## src/rtl/dm_access_arbiter.sv

```systemverilog
// dm_access_arbiter: round-robin arbiter of one data-memory port between two requesters.
// Optional DM_ARB_ALIGN_CHECK_EN rejects size-misaligned requests at accept.
module dm_access_arbiter #(
   parameter int XLEN        = 64,
   parameter int MEM_LATENCY = 2
) (
   input  logic            clk,
   input  logic            reset,
   input  logic            p0_req_valid,
   output logic            p0_req_ready,
   input  logic            p0_req_write,
   input  logic [XLEN-1:0] p0_req_addr,
   input  logic [XLEN-1:0] p0_req_wdata,
   input  logic [2:0]      p0_req_type,
   output logic            p0_rsp_valid,
   output logic [XLEN-1:0] p0_rsp_data,
   output logic            p0_rsp_error,
   input  logic            p1_req_valid,
   output logic            p1_req_ready,
   input  logic            p1_req_write,
   input  logic [XLEN-1:0] p1_req_addr,
   input  logic [XLEN-1:0] p1_req_wdata,
   input  logic [2:0]      p1_req_type,
   output logic            p1_rsp_valid,
   output logic [XLEN-1:0] p1_rsp_data,
   output logic            p1_rsp_error,
   output logic            dm_read_enable,
   output logic            dm_write_enable,
   output logic [XLEN-1:0] dm_addr,
   output logic [XLEN-1:0] dm_write_data,
   input  logic [XLEN-1:0] dm_read_data,
   output logic            busy
);
   typedef enum logic [1:0] {IDLE, ACCESS, RESP} state_t;
   localparam logic [3:0] LAT_M1 = 4'(MEM_LATENCY - 1);
   state_t          r_state;
   logic            r_last, r_port, r_write, r_err;
   logic [XLEN-1:0] r_addr, r_wdata, r_rdata;
   logic [2:0]      r_type;
   logic [3:0]      r_cnt;
   logic            w_any, w_port, w_write, w_bad, w_misalign, w_access, w_resp;
   logic [XLEN-1:0] w_addr, w_wdata, w_ext;
   logic [2:0]      w_type;
   assign w_any   = p0_req_valid | p1_req_valid;
   // on contention the port that did not win last time gets the grant
   assign w_port  = (p0_req_valid & p1_req_valid) ? ~r_last : p1_req_valid;
   assign w_write = w_port ? p1_req_write : p0_req_write;
   assign w_addr  = w_port ? p1_req_addr  : p0_req_addr;
   assign w_wdata = w_port ? p1_req_wdata : p0_req_wdata;
   assign w_type  = w_port ? p1_req_type  : p0_req_type;
`ifdef DM_ARB_ALIGN_CHECK_EN
   assign w_misalign = (w_type[1:0] == 2'd1 & w_addr[0]) |
                       (w_type[1:0] == 2'd2 & |w_addr[1:0]) |
                       (w_type[1:0] == 2'd3 & |w_addr[2:0]);
`else
   assign w_misalign = 1'b0;
`endif
   assign w_bad = (w_type == 3'd7) | w_misalign;
   always_comb begin
      w_ext = r_type == 3'd0 ? {{(XLEN-8){dm_read_data[7]}},   dm_read_data[7:0]}  :
              r_type == 3'd1 ? {{(XLEN-16){dm_read_data[15]}}, dm_read_data[15:0]} :
              r_type == 3'd2 ? {{(XLEN-32){dm_read_data[31]}}, dm_read_data[31:0]} :
              r_type == 3'd4 ? {{(XLEN-8){1'b0}},  dm_read_data[7:0]}  :
              r_type == 3'd5 ? {{(XLEN-16){1'b0}}, dm_read_data[15:0]} :
              r_type == 3'd6 ? {{(XLEN-32){1'b0}}, dm_read_data[31:0]} :
              dm_read_data;
   end
   always_ff @(posedge clk or posedge reset) begin
      if (reset) begin
         r_state <= IDLE;
         r_last  <= 1'b1;
         r_port  <= 1'b0;
         r_write <= 1'b0;
         r_err   <= 1'b0;
         r_addr  <= '0;
         r_wdata <= '0;
         r_rdata <= '0;
         r_type  <= '0;
         r_cnt   <= '0;
      end else begin
         case (r_state)
            IDLE: if (w_any) begin
               r_port  <= w_port;
               r_last  <= w_port;
               r_write <= w_write;
               r_addr  <= w_addr;
               r_wdata <= w_wdata;
               r_type  <= w_type;
               r_cnt   <= LAT_M1;
               r_err   <= w_bad;
               r_rdata <= '0;
               r_state <= w_bad ? RESP : ACCESS;
            end
            ACCESS: if (r_cnt == 4'd0) begin
               r_rdata <= r_write ? '0 : w_ext;
               r_state <= RESP;
            end else begin
               r_cnt <= r_cnt - 4'd1;
            end
            RESP: begin
               r_err   <= 1'b0;
               r_rdata <= '0;
               r_state <= IDLE;
            end
            default: r_state <= IDLE;
         endcase
      end
   end
   assign w_access        = r_state == ACCESS;
   assign w_resp          = r_state == RESP;
   assign busy            = r_state != IDLE;
   assign p0_req_ready    = ~reset & (r_state == IDLE) & w_any & ~w_port;
   assign p1_req_ready    = ~reset & (r_state == IDLE) & w_any & w_port;
   assign dm_read_enable  = w_access & ~r_write;
   assign dm_write_enable = w_access & r_write;
   assign dm_addr         = w_access ? r_addr : '0;
   assign dm_write_data   = w_access ? r_wdata : '0;
   assign p0_rsp_valid    = w_resp & ~r_port;
   assign p1_rsp_valid    = w_resp & r_port;
   assign p0_rsp_data     = p0_rsp_valid ? r_rdata : '0;
   assign p1_rsp_data     = p1_rsp_valid ? r_rdata : '0;
   assign p0_rsp_error    = p0_rsp_valid & r_err;
   assign p1_rsp_error    = p1_rsp_valid & r_err;
endmodule

```

## config.mk

```make
export PLATFORM = sky130hd
export DESIGN_NAME = dm_access_arbiter
export DESIGN_NICKNAME = d
export VERILOG_FILES = /design/src/rtl/dm_access_arbiter.sv
export SDC_FILE = /design/constraint.sdc
export NUM_CORES = 1
export LEC_CHECK = 0
export ABC_AREA = 1
export BUFFER_PORTS_ARGS = -buffer_cell sky130_fd_sc_hd__buf_2
export CAP_MARGIN = 40
export CORE_AREA = 2 2 229 231
export DETAILED_ROUTE_END_ITERATION = 16
export DIE_AREA = 0 0 231 233
export GPL_ROUTABILITY_DRIVEN = 1
export GPL_TIMING_DRIVEN = 0
export HOLD_SLACK_MARGIN = 0.12
export PLACE_DENSITY = 0.55
export SYNTH_ARGS = -nofsm -noshare
export SYNTH_HDL_FRONTEND = slang
export SYNTH_SLANG_ARGS = --single-unit
export TNS_END_PERCENT = 1
```

## constraint.sdc

```tcl
create_clock -name clk -period 10.8 [get_ports clk]
set_clock_uncertainty 0.1 [all_clocks]
set_input_delay 1.62 -clock clk [delete_from_list [all_inputs] [get_ports clk]]
set_output_delay 1.62 -clock clk [all_outputs]
set_load 0.03 [all_outputs]
```

==> results.ini <==
[power_and_ir_drop]
p_leak_nw = 8.551
p_comb_share_pct = 53.4
p_switching_mw = 2.348
power.density_nw_per_um2 = 305.4
internal-power_mw = 2.466
p_sw_share_pct = 48.78
power_frac_seq_pct = 26.6
peakVddDrop_mv = 0.1244
p_clk_share_pct = 20.0
total_power_mw = 4.814

[detailed_routing]
wl_per_cell_um = 17.44
drc = 0
drt-pass1-iter-count = 6
vias = 12740
vias_per_cell = 4.417
routed_wl_mm = 50.29
drt_iter0_markers = 753
ant_nets = 0

[job]
max_cap_violations = 0

[synth]
yosysUniqueCellTypes = 22
ys_ff_latch = 205
syn_area_um2 = 10910
yosysSeqAreaShare_pct = 47.05
synth_warnings = 0
syn_inst = 1553
postSynthAreaPerCell_um2 = 7.022
syn-num-nets = 1887

[placed_design]
pre_cts_ws_ns = 5.787
portBuffers = 596
placed_cells = 2833
dp_hpwl_mm = 40.26
place_congestion = 0.9298
placed_cell_area_um2 = 14810

[floorplanning]
die_h_um = 233
rows = 83
die-width_um = 231
core_um2 = 51090
start_util_pct = 21.34
dieArea_um2 = 53820
io_pins = 597

[timing]
max_freq_mhz = 198.8
setup_viol = 0
worst_slew_pin_slew_ns = 0.8432
post-route-min-period_ns = 5.031
slew_headroom_pct = 43.79
drv_slew = 0
hold_viol = 0
timing.final.ws_setup_ns = 5.769
tns_ns = 0
rsz0062_at_grt = no
min_period_over_period_pct = 46.58

[global_routing]
grt_pass1_wl_mm = 74.64
antenna_found_initial = 11
gr-usage-all-layers_pct = 17.99
grt_overflow = 0
grt_pass1_vias = 12650
grt_max_degree = 108

[clocking]
numCtsBuffers = 26
cts_max_level = 1
cts_tree = built
cts_sinks = 205
ctsHoldBuffers = 0
clk_path_buf_depth = 3
ctsRootBufferMaster = clkbuf_16
clk_latency_ns = 0.53
cts_resized = 0
post_cts_buffers = 0
path_clk_slew_ns = 0.05

[critical_path]
cp_data_arrival_time_ns = 3.31
cp-start-kind = primary input
cp_max_fo = 10
crit_type = primary input to primary output
cp.required_ns = 9.08
endpoint_kind = primary output

[run_status]
status = completed

[min_path]
hp-class = flop to flop

[cells_and_area]
fin_area_um2 = 15760
drive_gt1_share_pct = 31.57
fin_cells = 2884
area_delta_synth_final_pct = 44.55
nets = 2515

-- final timing paths --
kind                                      endpoint  slack [ns]  cells after the start               start
max                                   p1_req_ready        5.77                      8        p0_req_valid
min                             r_last$_DFFE_PP1P_        0.37                      2  r_last$_DFFE_PP1P_
max reg2reg                 r_addr[28]$_DFFE_PP0P_        8.51                      7  r_last$_DFFE_PP1P_
min reg2reg                     r_last$_DFFE_PP1P_        0.37                      2  r_last$_DFFE_PP1P_
max in group asynchronous  r_wdata[32]$_DFFE_PP0P_        8.50                      3               reset
min in group asynchronous   r_addr[45]$_DFFE_PP0P_        1.12                      2               reset
-- layout by cell type (no fill, tap or decap), types with 2 or more instances in the layout --
master and count:
inv_1 211, clkbuf_1 67, o21ai_0 183, diode_2 6
o22ai_1 129, ha_1 2, buf_4 2, inv_2 3
nand3_1 6, buf_2 634, bufinv_16 5, clkinv_2 2
a21oi_1 5, clkbuf_16 27, buf_1 4, nor2_1 468
buf_6 7, nand2_1 222, nor2_4 2, dfrtp_1 204
clkbuf_8 6
-- synthesized netlist by cell type, drive strengths merged --
cell type  count  area share [%]
xor2           1           0.080
o22ai        129             7.4
nand3          7            0.37
clkbuf        63             2.2
nor2         471              16
ha             2            0.23
dfstp          1            0.24
o21ai        183             8.4
inv          215             7.4
nor3           1           0.046
dfrtp        204              47
a31oi          1           0.057
buf           48             2.4
nand2        222             7.6
a21oi          5            0.23
-- sequential cells by signal (all words and copies together) (netlist names) --
register  cells
r_err         1
r_state       2
r_addr       64
r_type        3
r_cnt         4
r_port        1
r_wdata      64
r_write       1
r_last        1
r_rdata      64
-- metal layers --
layer | routed length (um) | global-route usage (%) | up-vias
met5 | 46 | 0 | -
met4 | 1408 | 5.504 | 8
met3 | 4041 | 4.203 | 79
met2 | 24470 | 31.23 | 554
met1 | 20330 | 22.01 | 5986
li1 | - | - | 6112
-- final cells by class --
cell class | count | area (um2)
repair buffers | 600 | 3044
multi-input cells | 1022 | 4466
clock inverters | 8 | 167.7
diodes | 6 | 15.01
fillers | 5683 | 35330
clock buffers | 37 | 773.2
inverters | 215 | 814.5
plain buffers | 111 | 501.7
well taps | 680 | 850.8
flip-flops and latches | 205 | 5131
-- cell families (layout without fill, tap and decap cells) --
| kind of cell | after synthesis | count (layout) | share of synthesized area [%] |
|---|---|---|---|
| xor+xnor | 1 | 1 | 0.08033 |
| buf+inv | 326 | 971 | 12.00 |
| other cells | 0 | 6 | 0 |
| fa+ha+maj | 2 | 2 | 0.2294 |
| compound gates | 318 | 318 | 16.09 |
| flops | 205 | 205 | 47.05 |
| simple gates | 701 | 701 | 24.55 |
-- power groups by stage --
stage	registers, mW	logic (mW)	clock network, mW
6_report	1.28	2.57	0.961
5_1_grt	1.32	2.84	1.02
4_1_cts	1.28	2.60	0.992
3_5_place_dp	1.29	2.59	0
3_3_place_gp	1.29	2.57	0
2_1_floorplan	1.25	1.73	0
-- worst max-delay path, stage by stage --
cell and delay, ns:
buf_2 0.11, nand2_1 0.12, nand2_1 0.21, inv_1 0.20, clkbuf_1 0.46, nand2_1 0.23, nor2_1 0.13, buf_2 0.22
-- through the flow --
stage	hold WS, ns	util [%]
floorplan	0.3424	-
global placement	0.3531	28.85
detailed placement	0.3597	28.98
CTS	0.3684	30.82
global route	0.3734	30.84
finish	0.3674	30.85
No activity file was read; power rests on OpenSTA's default activity.
